`src/rtl/ct_rtu_ptr_expand.sv`:
```
// Circular queue pointer {wrap, index} with a registered one-hot of the current entry
// and a rotated window of WIN consecutive one-hot entries for downstream entry logic.
module ct_rtu_ptr_expand #(
  parameter int PTR_W = 3,
  parameter int INC_W = 2,
  parameter int WIN   = 4
) (
  input  logic                         forever_cpuclk,
  input  logic                         cpurst_b,
  input  logic                         x_flush,
  input  logic [PTR_W:0]               x_flush_ptr,
  input  logic                         x_inc_vld,
  input  logic [INC_W-1:0]             x_inc_num,
  output logic [PTR_W:0]               x_ptr,
  output logic [(1<<PTR_W)-1:0]        x_ptr_expand,
  output logic [WIN*(1<<PTR_W)-1:0]    x_win_expand,
  output logic [WIN-1:0]               x_win_wrap
);

  localparam int ENTRY = 1 << PTR_W;
  localparam logic [PTR_W:0] ENTRY_V = (PTR_W+1)'(ENTRY);

  if (((1 << INC_W) - 1) > ENTRY) begin : g_bad_inc_w
    $error("ct_rtu_ptr_expand: max step 2^INC_W-1 exceeds queue depth");
  end
  if ((WIN < 1) || (WIN > ENTRY)) begin : g_bad_win
    $error("ct_rtu_ptr_expand: WIN must lie in 1..ENTRY");
  end

  function automatic logic [ENTRY-1:0] f_onehot(input logic [PTR_W-1:0] idx);
    logic [ENTRY-1:0] v;
    v      = '0;
    v[idx] = 1'b1;
    return v;
  endfunction

  logic [PTR_W:0]     r_ptr;
  logic [ENTRY-1:0]   r_ptr_expand;
  logic [PTR_W:0]     w_next_ptr;
  logic [ENTRY-1:0]   w_next_expand;

  // Next pointer: flush outranks increment; the modulo-2^(PTR_W+1) add toggles wrap on carry.
  always_comb begin
    w_next_ptr = r_ptr;
    if (x_flush) begin
      w_next_ptr = x_flush_ptr;
    end else if (x_inc_vld) begin
      w_next_ptr = r_ptr + {{(PTR_W+1-INC_W){1'b0}}, x_inc_num};
    end else begin
      w_next_ptr = r_ptr;
    end
    w_next_expand = f_onehot(w_next_ptr[PTR_W-1:0]);
  end

  // Pointer and its one-hot live in separate flops so the one-hot never waits on a decoder.
  always_ff @(posedge forever_cpuclk or negedge cpurst_b) begin
    if (!cpurst_b) begin
      r_ptr        <= '0;
      r_ptr_expand <= {{(ENTRY-1){1'b0}}, 1'b1};
    end else begin
      r_ptr        <= w_next_ptr;
      r_ptr_expand <= w_next_expand;
    end
  end

  assign x_ptr        = r_ptr;
  assign x_ptr_expand = r_ptr_expand;

  for (genvar k = 0; k < WIN; k++) begin : g_win
    localparam logic [PTR_W:0] K_OFF = (PTR_W+1)'(k);
    // Wrap of pointer+k: carry out of index+k flips the stored wrap bit.
    assign x_win_wrap[k] = r_ptr[PTR_W] ^
                           (({1'b0, r_ptr[PTR_W-1:0]} + K_OFF) >= ENTRY_V);
    for (genvar j = 0; j < ENTRY; j++) begin : g_rot
      assign x_win_expand[k*ENTRY + ((j + k) % ENTRY)] = r_ptr_expand[j];
    end
  end

endmodule

```
`config.mk`:
```
export PLATFORM = sky130hd
export DESIGN_NAME = ct_rtu_ptr_expand
export DESIGN_NICKNAME = d
export VERILOG_FILES = /design/src/rtl/ct_rtu_ptr_expand.sv
export SDC_FILE = /design/constraint.sdc
export NUM_CORES = 1
export LEC_CHECK = 0
export BUFFER_PORTS_ARGS = -buffer_cell sky130_fd_sc_hd__buf_2
export CAP_MARGIN = 10
export CORE_UTILIZATION = 40
export DETAILED_ROUTE_END_ITERATION = 16
export GPL_ROUTABILITY_DRIVEN = 0
export PLACE_DENSITY = 0.79
export SYNTH_ARGS = -nofsm -noshare
export SYNTH_HDL_FRONTEND = slang
export SYNTH_SLANG_ARGS = --single-unit
export TNS_END_PERCENT = 10
```
`constraint.sdc`:
```
create_clock -name forever_cpuclk -period 2 [get_ports forever_cpuclk]
set_clock_uncertainty 0.05 [all_clocks]
set_input_delay 0.4 -clock forever_cpuclk [delete_from_list [all_inputs] [get_ports forever_cpuclk]]
set_output_delay 0.4 -clock forever_cpuclk [all_outputs]
set_load 0.05 [all_outputs]
```
-- Word level (Yosys, flattened, before mapping)
Cells that the tools add are included.
- reductions and logical operators: 2
- add/sub/neg operators: 4
- $lt $le $gt $ge: 6
- muxes and demuxes: 4
- bitwise gates (word level): 4
- operators with widths (kind ; count):
    >= comparator 4 bit, second input constant ; 3
    adder 3 x 2 -> 4 bit, second input constant ; 2
    two-way mux 4 bit ; 2
    adder 3 x 1 -> 4 bit, second input constant ; 1
    adder 4 x 2 -> 4 bit ; 1
    >= comparator 3 x 4 -> 1 bit, second input constant ; 1
    < comparator 3 x 4 -> 1 bit, second input constant ; 1
    bitwise XOR 1 bit ; 4
    demux 1 bit (select 3 bit) ; 1
    >= comparator 3 x 1 -> 1 bit, second input constant ; 1
    nonzero test 2 bit ; 1
    logical AND 1 bit ; 1
    two-way mux 1 bit ; 1
- word-level logic and storage cells: 23
- input bits: 10
- bits in registers: 12
- output and inout bits: 48

-- Longest topological paths before layout
Gate-level depths: netlist of run 1.
- depth after elaboration: 7
- depth in mapped cells: 8
- mapped depth without buffers: 8

-- Worst setup path after synthesis of run 1
Ideal clock, no wire load.
- kind: register to output
- start: register r_ptr[2], in the netlist x_ptr[2]
- end: output x_win_wrap[3]
- required time: 1550 ps
- cell stages (with the launch flop): 3
- data arrival time: 1749 ps
- path buffers: 0
- setup slack: -199 ps
- cell sequence: dfrtp_1 -> o21ai_0 -> xnor2_1
- cells in the longest elaborated chain, start to end: 3
- ends and longest elaborated chain (element ; RTL line ; source):
    from (decl) ; 37 ; logic [PTR_W:0] r_ptr;
    from (signal assigned) ; 61 ; r_ptr <= w_next_ptr;
    adder 3 x 2 -> 4 bit ; 73 ; (({1'b0, r_ptr[PTR_W-1:0]} + K_OFF) >= ENTRY_V);
    >= comparator 4 bit ; 73 ;
    bitwise XOR 1 bit ; 72 ; assign x_win_wrap[k] = r_ptr[PTR_W] ^
    to (decl) ; 17 ; output logic [WIN-1:0] x_win_wrap
Every way passes these cells.

-- Final worst setup path of run 1
- start: register r_ptr[0], in the netlist x_ptr[0]
- end: output x_win_wrap[3]
Same word-level chain as after synthesis.

==> impl_metrics.py, run 1 <==
metrics = {
    "run_status": {
        "status": "completed",
    },
    "routing": {
        "firstDrtPassIters": 4,
        "drtIter0Drc": 4,
        "drc_errors": 0,
        "drtAntennaViolNets": 0,
        "drt-total-wl_microns": 1460,
        "routedWlPerCell_microns": 10.3,
        "num_vias": 588,
        "routed_via_density": 4.17,
    },
    "worst_setup_path": {
        "crit_slowest_cell": "dfrtp_1",
        "criticalPathCategory": "reg2out",
        "required_ns": 1.55,
        "critical_path.cell_chain": "buf_4, o21ai_0, xnor2_2, buf_2",
        "worstPathMaxFanout": 4,
        "start_kind": "flip-flop",
        "cpPeakStageDelay_ns": 0.38,
        "r2r_cells": 7,
        "worstSetupEndpointType": "primary output",
        "cp.arrival_ns": 1.47,
    },
    "power_and_ir_drop": {
        "power_frac_clock": 0.165,
        "netSwitchingFraction": 0.539,
        "p_switching_mw": 0.602,
        "p_seq_frac": 0.272,
        "vdd_drop_max_v": 0.000480,
        "p_leak_nw": 0.583,
        "intPower_mw": 0.514,
        "power_mw": 1.12,
        "pwr-share-comb": 0.563,
        "p_per_area_nw_per_um2": 1190,
    },
    "die": {
        "die_x_microns": 47.0,
        "ios": 58,
        "core_sq_um": 1800,
        "die_y_microns": 47.0,
        "design.die.area_sq_um": 2210,
        "rows": 15,
        "initial_utilization": 0.449,
    },
    "place": {
        "portBuffers": 57,
        "placed_area_sq_um": 893,
        "hpwl_microns": 1170,
        "dpl.cell_count": 136,
        "dp_slack_ns": -0.000216,
    },
    "synth": {
        "synthAdderAreaFrac": 0.0556,
        "yosys.area_share.simple": 0.128,
        "mappedNetlistArea_sq_um": 810,
        "synth_nets": 99,
        "yosysUniqueCellTypes": 22,
        "synthCells": 86,
        "synth_xor_xnor_area_share": 0.0541,
        "synth_top_area_share": 0.340,
        "synth-compound-area-share": 0.0386,
        "synth.largest_area_cell": "dfrtp_1",
        "synth.avg_cell_area_sq_um": 9.41,
        "synth_top_family_by_area": "buffers and inverters",
        "ys_top_cells_by_area": "dfrtp_1, buf_4, xnor2_1",
        "synth.mux.area_fraction": 0.0263,
        "ys_ff_latch": 12,
        "synth_warnings": 0,
        "yosysSeqAreaShare": 0.372,
    },
    "grt": {
        "grt_pass1_wl_microns": 2080,
        "grt_pass1_vias": 496,
        "grt_use_total": 0.132,
        "gr-total-overflow": 0,
        "antenna_found_initial": 0,
        "grt_start_max_net_pins": 13,
    },
    "clock_network": {
        "cts_inserted_buffers": 3,
        "clock_sinks": 12,
        "h-tree-depth": 1,
        "max-clock-path-buffers": 2,
        "cts-root-buf": "clkbuf_4",
        "cts.clk_slew.worst_paths_ns": 0.07,
        "cts_tree": "built",
        "clk-insertion-delay-late_ns": 0.26,
    },
    "sta": {
        "max_freq_mhz": 520,
        "post-route-period-util": 0.962,
        "rsz0062_at_grt": "false",
        "slew_headroom": 0.802,
        "fin_crit_ns": 1.92,
        "hold_ws_ns": 0.319,
        "fin_tns_setup_ns": 0,
        "tightest_slew_ns": 0.294,
        "slew_violations": 0,
        "setup_viol": 0,
        "worst_slack_ns": 0.0753,
        "hold_viol_final": 0,
    },
    "cells_and_area": {
        "antenna_cells": 0,
        "multi_input_area_sq_um": 253,
        "final_common_cell": "buf_2",
        "num-fill-cells": 175,
        "syn_to_final_growth_pct": 16.2,
        "fin_util": 0.522,
        "design_area_sq_um": 941,
        "drive_gt1_frac": 0.578,
        "register_area_sq_um": 303,
        "fin_nets": 130,
        "final_cell_mix": "buf_2, dfrtp_1, nor2_1",
        "stdcell_count": 141,
    },
    "min_path": {
        "hold_class": "in2reg",
        "min_path_cells": 2,
    },
    "flow_run": {
        "cap_violations": 0,
    },
}
[power by group through the flow]
stage	Combinational (mW)	Sequential (mW)	Clock (mW)
floorplan	0.484	0.405	0
global placement	0.622	0.308	0
detailed placement	0.629	0.309	0
CTS	0.632	0.304	0.192
global route	0.655	0.311	0.202
finish	0.628	0.304	0.184
[worst paths after layout]
kind / slack, ns / startpoint / end
hold / removal: 0.32 / x_flush_ptr[3] / x_ptr[3]$_DFFE_PN0P_
max in group asynchronous: 1.13 / cpurst_b / x_ptr_expand[0]$_DFF_PN1_
min in group asynchronous: 0.51 / cpurst_b / x_ptr_expand[7]$_DFF_PN0_
setup / recovery: 0.08 / x_ptr[0]$_DFF_PN0_ / x_win_wrap[3]
hold reg to reg: 0.75 / x_ptr[1]$_DFF_PN0_ / x_ptr[1]$_DFF_PN0_
setup reg to reg: 0.13 / x_ptr[0]$_DFF_PN0_ / x_ptr_expand[0]$_DFF_PN1_
[registers in the layout, summed over array words and instances, names as in the netlist]
name	cells
x_ptr_expand	8
x_ptr	4
[synth_stat cells, drive strengths merged]
cell,number
a21oi,1
and2b,1
buf,33
dfrtp,11
dfstp,1
fa,1
ha,2
inv,4
mux2,1
mux2i,1
nand2,5
nand2b,3
nand3,1
nor2,9
nor2b,2
o21a,1
o21ai,2
o31a,1
or2,1
xnor2,4
xor2,1
[kinds of logic after synthesis]
family,after synthesis
AO/OA/AOI/OAI,5
XOR/XNOR,5
adder cells (fa/ha/maj),3
buffers and inverters,37
flip-flops,12
multiplexers,2
AND/OR/NAND/NOR,22
[critical path: cells and delay by family, from the launching register on]
kind            cells  cell delay [ns]
buf+inv             2             0.42
xor+xnor            1             0.14
flops               1             0.38
compound gates      1             0.27
[what timing repair did]
item,CTS,global route
setup endpoints to repair,0,1
hold buffers,1,0
endpoints found under the hold margin,11,0
resized for setup,0,1
buffers inserted,0,0
[routing by layer]
| layer | wire length [microns] | vias to the layer above | track usage | part of all wire |
|---|---|---|---|---|
| met4 | 0 | 0 | 0.0400 | 0 |
| li1 | - | 293 | - | - |
| met1 | 590 | 269 | 0.167 | 0.41 |
| met2 | 784 | 26 | 0.222 | 0.54 |
| met3 | 80 | 0 | 0.0346 | 0.055 |
| met5 | 0 | - | 0 | 0 |
[layout make-up]
class,instances,share of cell area
inverters,4,0.0160
repair buffers,59,0.322
multi-input cells,37,0.269
flip-flops and latches,12,0.322
clock buffers,4,0.0386
well taps,25,0.0332
Note: power is estimated with default switching activity, not from simulation.
==> run 2, diff against run 1 <==
--- a/config.mk
+++ b/config.mk
@@ -5,7 +5,7 @@
 export SDC_FILE = /design/constraint.sdc
 export NUM_CORES = 1
 export LEC_CHECK = 0
-export BUFFER_PORTS_ARGS = -buffer_cell sky130_fd_sc_hd__buf_2
+export BUFFER_PORTS_ARGS = -buffer_cell sky130_fd_sc_hd__buf_4
 export CAP_MARGIN = 10
 export CORE_UTILIZATION = 40
 export DETAILED_ROUTE_END_ITERATION = 16
==> impl_metrics.py, run 2 (synthesis results as in run 1) <==
metrics = {
    "grt": {
        "grt_pass1_vias": 536,
        "grt_use_total": 0.149,
        "grt_pass1_wl_microns": 2210,
        "globalRouteMet3Util": 0.0615,
        "busiest_layer": "met2",
        "use_met2": 0.247,
        "gr-total-overflow": 0,
        "grtUsageMet1": 0.164,
        "antenna_found_initial": 0,
        "grt_start_max_net_pins": 13,
    },
    "routing": {
        "firstDrtPassIters": 4,
        "drt-total-wl_microns": 1590,
        "drtAntennaViolNets": 0,
        "drc_errors": 0,
        "routedWlPerCell_microns": 11.2,
        "num_vias": 606,
        "drtIter0Drc": 7,
        "routed_via_density": 4.27,
    },
    "cells_and_area": {
        "final_cell_mix": "buf_4, dfrtp_1, nor2_1",
        "stdcell_count": 142,
        "fin_nets": 131,
        "syn_to_final_growth_pct": 33.5,
        "drive_gt1_frac": 0.573,
        "fin_util": 0.600,
        "final_common_cell": "buf_4",
        "largest_reg_flops": 8,
        "antenna_cells": 0,
    },
    "worst_setup_path": {
        "criticalPathCategory": "reg2reg",
        "worstSetupEndpointType": "flip-flop",
        "critical-path-top-delay-family": "adder cells",
        "path_depth": 7,
        "crit_slowest_cell": "fa_1",
        "cp.arrival_ns": 2.03,
        "required_ns": 2.16,
        "cpPeakStageDelay_ns": 0.48,
        "critical_path.cell_chain": "ha_1, inv_1, fa_1, nor2b_1, o31a_1, or2_1, nor2_1",
        "path_buf_inv": 1,
        "worstPathMaxFanout": 5,
        "start_kind": "flip-flop",
        "r2r_cells": 7,
    },
    "power_and_ir_drop": {
        "power_mw": 1.16,
        "p_switching_mw": 0.610,
        "power_frac_clock": 0.130,
        "p_per_area_nw_per_um2": 1080,
        "pwr-share-comb": 0.604,
        "intPower_mw": 0.554,
        "p_seq_frac": 0.266,
        "p_leak_nw": 0.601,
        "netSwitchingFraction": 0.524,
        "vdd_drop_max_v": 0.000404,
    },
    "sta": {
        "fin_crit_ns": 1.88,
        "tightest_slew_ns": 0.299,
        "setup_viol": 0,
        "slew_violations": 0,
        "worst_slack_ns": 0.125,
        "slew_headroom": 0.801,
        "hold_viol_final": 0,
        "rsz0062_at_grt": "false",
        "max_freq_mhz": 533,
        "post-route-period-util": 0.938,
    },
    "clock_network": {
        "cts.clk_slew.worst_paths_ns": 0.07,
        "cts-root-buf": "clkbuf_4",
        "h-tree-depth": 1,
        "cts_inserted_buffers": 3,
        "cts_setup_buffers": 0,
        "clk-insertion-delay-late_ns": 0.27,
        "max-clock-path-buffers": 2,
        "cts_tree": "built",
        "clock_sinks": 12,
    },
    "run_status": {
        "status": "completed",
    },
    "place": {
        "hpwl_microns": 1310,
        "dp_slack_ns": 0.00297,
        "dpl.cell_count": 137,
        "portBuffers": 57,
    },
    "flow_run": {
        "cap_violations": 0,
    },
    "die": {
        "core_sq_um": 1800,
        "design.die.area_sq_um": 2210,
        "die_y_microns": 47.0,
        "die_x_microns": 47.0,
        "rows": 15,
        "ios": 58,
        "initial_utilization": 0.449,
    },
    "min_path": {
        "min_path_cells": 2,
        "hold_class": "in2reg",
    },
}
[run 2: cell types whose count changed in the layout (fill, tap and decap cells not counted)]
cell / before / now
buf_2: 57 / 0
o21ai_1: 1 / 2
clkbuf_1: 0 / 1
buf_4: 1 / 59
o21ai_0: 1 / 0
clkbuf_8: 1 / 0
[run 2: final timing paths]
check                      slack (ns)                   endpoint                from
max reg2reg                      0.12  x_ptr_expand[0]$_DFF_PN1_  x_ptr[0]$_DFF_PN0_
min reg2reg                      0.77         x_ptr[1]$_DFF_PN0_  x_ptr[1]$_DFF_PN0_
max in group asynchronous        1.22  x_ptr_expand[0]$_DFF_PN1_            cpurst_b
min                              0.31       x_ptr[3]$_DFFE_PN0P_      x_flush_ptr[3]
min in group asynchronous        0.45  x_ptr_expand[2]$_DFF_PN0_            cpurst_b
max                              0.12  x_ptr_expand[0]$_DFF_PN1_  x_ptr[0]$_DFF_PN0_
[run 2: layer usage]
metal  part of all wire  wire length [microns]
met1               0.36                    570
met5                  0                      0
met2               0.57                    899
met4                  0                      0
met3              0.073                    115
[run 2: area by class of cell]
class	count	area, sq um
Multi-Input combinational cell	37	253
Tap cell	25	31.3
Sequential cell	12	303
Clock buffer	4	26.3
Inverter	4	15.0
Fill cell	160	721
Timing Repair Buffer	60	453
[run 2: power by group through the flow]
stage / Clock, mW / Sequential, mW / Combinational, mW
CTS: 0.157 / 0.311 / 0.708
floorplan: 0 / 0.405 / 0.484
global route: 0.167 / 0.317 / 0.735
detailed placement: 0 / 0.315 / 0.705
global placement: 0 / 0.313 / 0.697
finish: 0.151 / 0.310 / 0.704
[run 2: metrics by stage]
| stage | instance area (sq um) | TNS (ns) | hold WS (ns) |
|---|---|---|---|
| finish | 1080 | 0 | 0.310 |
| global route | 1080 | 0 | 0.310 |
| CTS | 1080 | 0 | 0.302 |
| detailed placement | 1040 | 0 | 0.194 |
| global placement | 1040 | 0 | 0.191 |
| floorplan | 817 | -1.26 | 0.0544 |
[run 2: what timing repair did]
item | CTS | global route
endpoints found under the setup margin | 0 | 1
hold buffers | 1 | 0
resized for setup | 0 | 2
endpoints found under the hold margin | 11 | 0
[run 2: worst register-to-register path, stage by stage (launching register included)]
cell     delay [ns]
dfrtp_1        0.35
ha_1           0.17
inv_1          0.05
fa_1           0.48
nor2b_1        0.04
o31a_1         0.32
or2_1          0.26
nor2_1         0.09
==> run 3, diff against run 2 <==
--- a/config.mk
+++ b/config.mk
@@ -7,10 +7,11 @@
 export LEC_CHECK = 0
 export BUFFER_PORTS_ARGS = -buffer_cell sky130_fd_sc_hd__buf_4
 export CAP_MARGIN = 10
-export CORE_UTILIZATION = 40
+export CORE_UTILIZATION = 43
 export DETAILED_ROUTE_END_ITERATION = 16
 export GPL_ROUTABILITY_DRIVEN = 0
-export PLACE_DENSITY = 0.79
+export MAX_ROUTING_LAYER = met4
+export PLACE_DENSITY = 0.84
 export SYNTH_ARGS = -nofsm -noshare
 export SYNTH_HDL_FRONTEND = slang
 export SYNTH_SLANG_ARGS = --single-unit
==> constraint.sdc (replaced) <==
create_clock -name forever_cpuclk -period 2.4 [get_ports forever_cpuclk]
set_clock_uncertainty 0.05 [all_clocks]
set_input_delay 0.48 -clock forever_cpuclk [delete_from_list [all_inputs] [get_ports forever_cpuclk]]
set_output_delay 0.48 -clock forever_cpuclk [all_outputs]
set_load 0.05 [all_outputs]
==> impl_metrics.py, run 3 (synthesis results as in run 1) <==
metrics = {
    "run_status": {
        "status": "completed",
    },
    "clock_network": {
        "cts-root-buf": "clkbuf_4",
        "clock_sinks": 12,
        "cts_tree": "built",
        "clk-insertion-delay-late_ns": 0.27,
        "cts_inserted_buffers": 3,
        "cts.clk_slew.worst_paths_ns": 0.07,
        "cts_setup_buffers": 0,
        "ctsHoldBuffers": 1,
        "h-tree-depth": 1,
        "cts_resized": 0,
        "max-clock-path-buffers": 2,
    },
    "min_path": {
        "hold_class": "in2reg",
    },
    "grt": {
        "antenna_found_initial": 0,
        "grt_start_max_net_pins": 13,
        "grt_pass1_vias": 450,
        "grt_use_total": 0.136,
        "gr-total-overflow": 0,
        "grt_pass1_wl_microns": 1920,
    },
    "worst_setup_path": {
        "required_ns": 2.55,
        "start_kind": "flip-flop",
        "rrSetupSlack_ns": 0.43,
        "cp.arrival_ns": 2.12,
        "worstPathMaxFanout": 5,
        "criticalPathCategory": "reg2reg",
        "worstSetupEndpointType": "flip-flop",
    },
    "routing": {
        "routed_via_density": 4.23,
        "drt-total-wl_microns": 1390,
        "firstDrtPassIters": 4,
        "routedWlPerCell_microns": 9.91,
        "drtAntennaViolNets": 0,
        "drtIter0Drc": 3,
        "drc_errors": 0,
        "num_vias": 592,
    },
    "cells_and_area": {
        "final_cell_mix": "buf_4, dfrtp_1, nor2_1",
        "stdcell_count": 140,
        "drive_gt1_frac": 0.557,
        "antenna_cells": 0,
        "fin_util": 0.611,
        "syn_to_final_growth_pct": 31.8,
        "largest_reg_flops": 8,
        "final_common_cell": "buf_4",
        "fin_nets": 129,
        "num-fill-cells": 156,
    },
    "sta": {
        "hold_ws_ns": 0.397,
        "fin_crit_ns": 1.97,
        "hold_viol_final": 0,
        "rsz0062_at_grt": "false",
        "post-route-period-util": 0.822,
        "tightest_slew_ns": 0.282,
        "fin_tns_setup_ns": 0,
        "max_freq_mhz": 507,
        "slew_headroom": 0.811,
        "slew_violations": 0,
        "setup_viol": 0,
    },
    "place": {
        "dpl.cell_count": 135,
        "portBuffers": 57,
        "hpwl_microns": 1200,
    },
    "die": {
        "die_x_microns": 45.4,
        "initial_utilization": 0.464,
        "rows": 15,
        "core_sq_um": 1750,
        "design.die.area_sq_um": 2060,
        "ios": 58,
        "die_y_microns": 45.4,
    },
    "power_and_ir_drop": {
        "power_mw": 0.982,
        "vdd_drop_max_v": 0.000457,
        "p_leak_nw": 0.592,
        "p_per_area_nw_per_um2": 920,
    },
    "flow_run": {
        "cap_violations": 0,
    },
}
run 3: cell count changes in the layout (fill, tap and decap cells not counted):
cell,change
o21ai_1,-1
xnor2_1,+1
dfrtp_1,+1
o21ai_0,+1
xnor2_2,-1
dfrtp_2,-1
buf_4,-2
clkbuf_1,-1
clkbuf_8,+1
run 3: worst paths after layout:
check                                   start  cells after the start                         to
max                        x_ptr[0]$_DFF_PN0_                      7  x_ptr_expand[0]$_DFF_PN1_
min in group asynchronous            cpurst_b                      2  x_ptr_expand[7]$_DFF_PN0_
min                            x_flush_ptr[3]                      2       x_ptr[3]$_DFFE_PN0P_
max reg2reg                x_ptr[0]$_DFF_PN0_                      7  x_ptr_expand[0]$_DFF_PN1_
max in group asynchronous            cpurst_b                      2  x_ptr_expand[0]$_DFF_PN1_
min reg2reg                x_ptr[0]$_DFF_PN0_                      2         x_ptr[0]$_DFF_PN0_
run 3: critical path, cell delays in order, from the launching register on:
cell	delay [ns]
dfrtp_1	0.42
ha_1	0.20
inv_1	0.06
fa_1	0.47
nor2b_1	0.04
o31a_1	0.32
or2_1	0.26
nor2_1	0.10
run 3: power by group:
part / total, mW / switching [mW] / internal (mW)
registers: 0.258 / 0.0324 / 0.226
clock network: 0.153 / 0.0609 / 0.0922
logic: 0.571 / 0.409 / 0.162
run 3: layer usage:
metal,part of all wire,track usage,vias to the layer above,routed length (microns)
met2,0.53,0.223,26,742
met1,0.38,0.156,275,531
met3,0.081,0.0595,0,113
met4,0,0.0182,0,0
met5,0,-,-,0
li1,-,-,291,-
run 3: through the flow:
step | worst slack [ns] | area [sq um]
3_3_place_gp | 0.364 | 1020
4_1_cts | 0.404 | 1070
3_5_place_dp | 0.300 | 1020
5_1_grt | 0.297 | 1070
2_1_floorplan | 0.121 | 810
6_report | 0.428 | 1070
run 3: layout make-up:
| cell class | count | area (sq um) | share of cell area |
|---|---|---|---|
| Inverter | 4 | 15.0 | 0.0141 |
| Multi-Input combinational cell | 37 | 245 | 0.230 |
| Sequential cell | 12 | 302 | 0.283 |
| Timing Repair Buffer | 58 | 438 | 0.410 |
| Clock buffer | 4 | 36.3 | 0.0340 |
| Tap cell | 25 | 31.3 | 0.0293 |
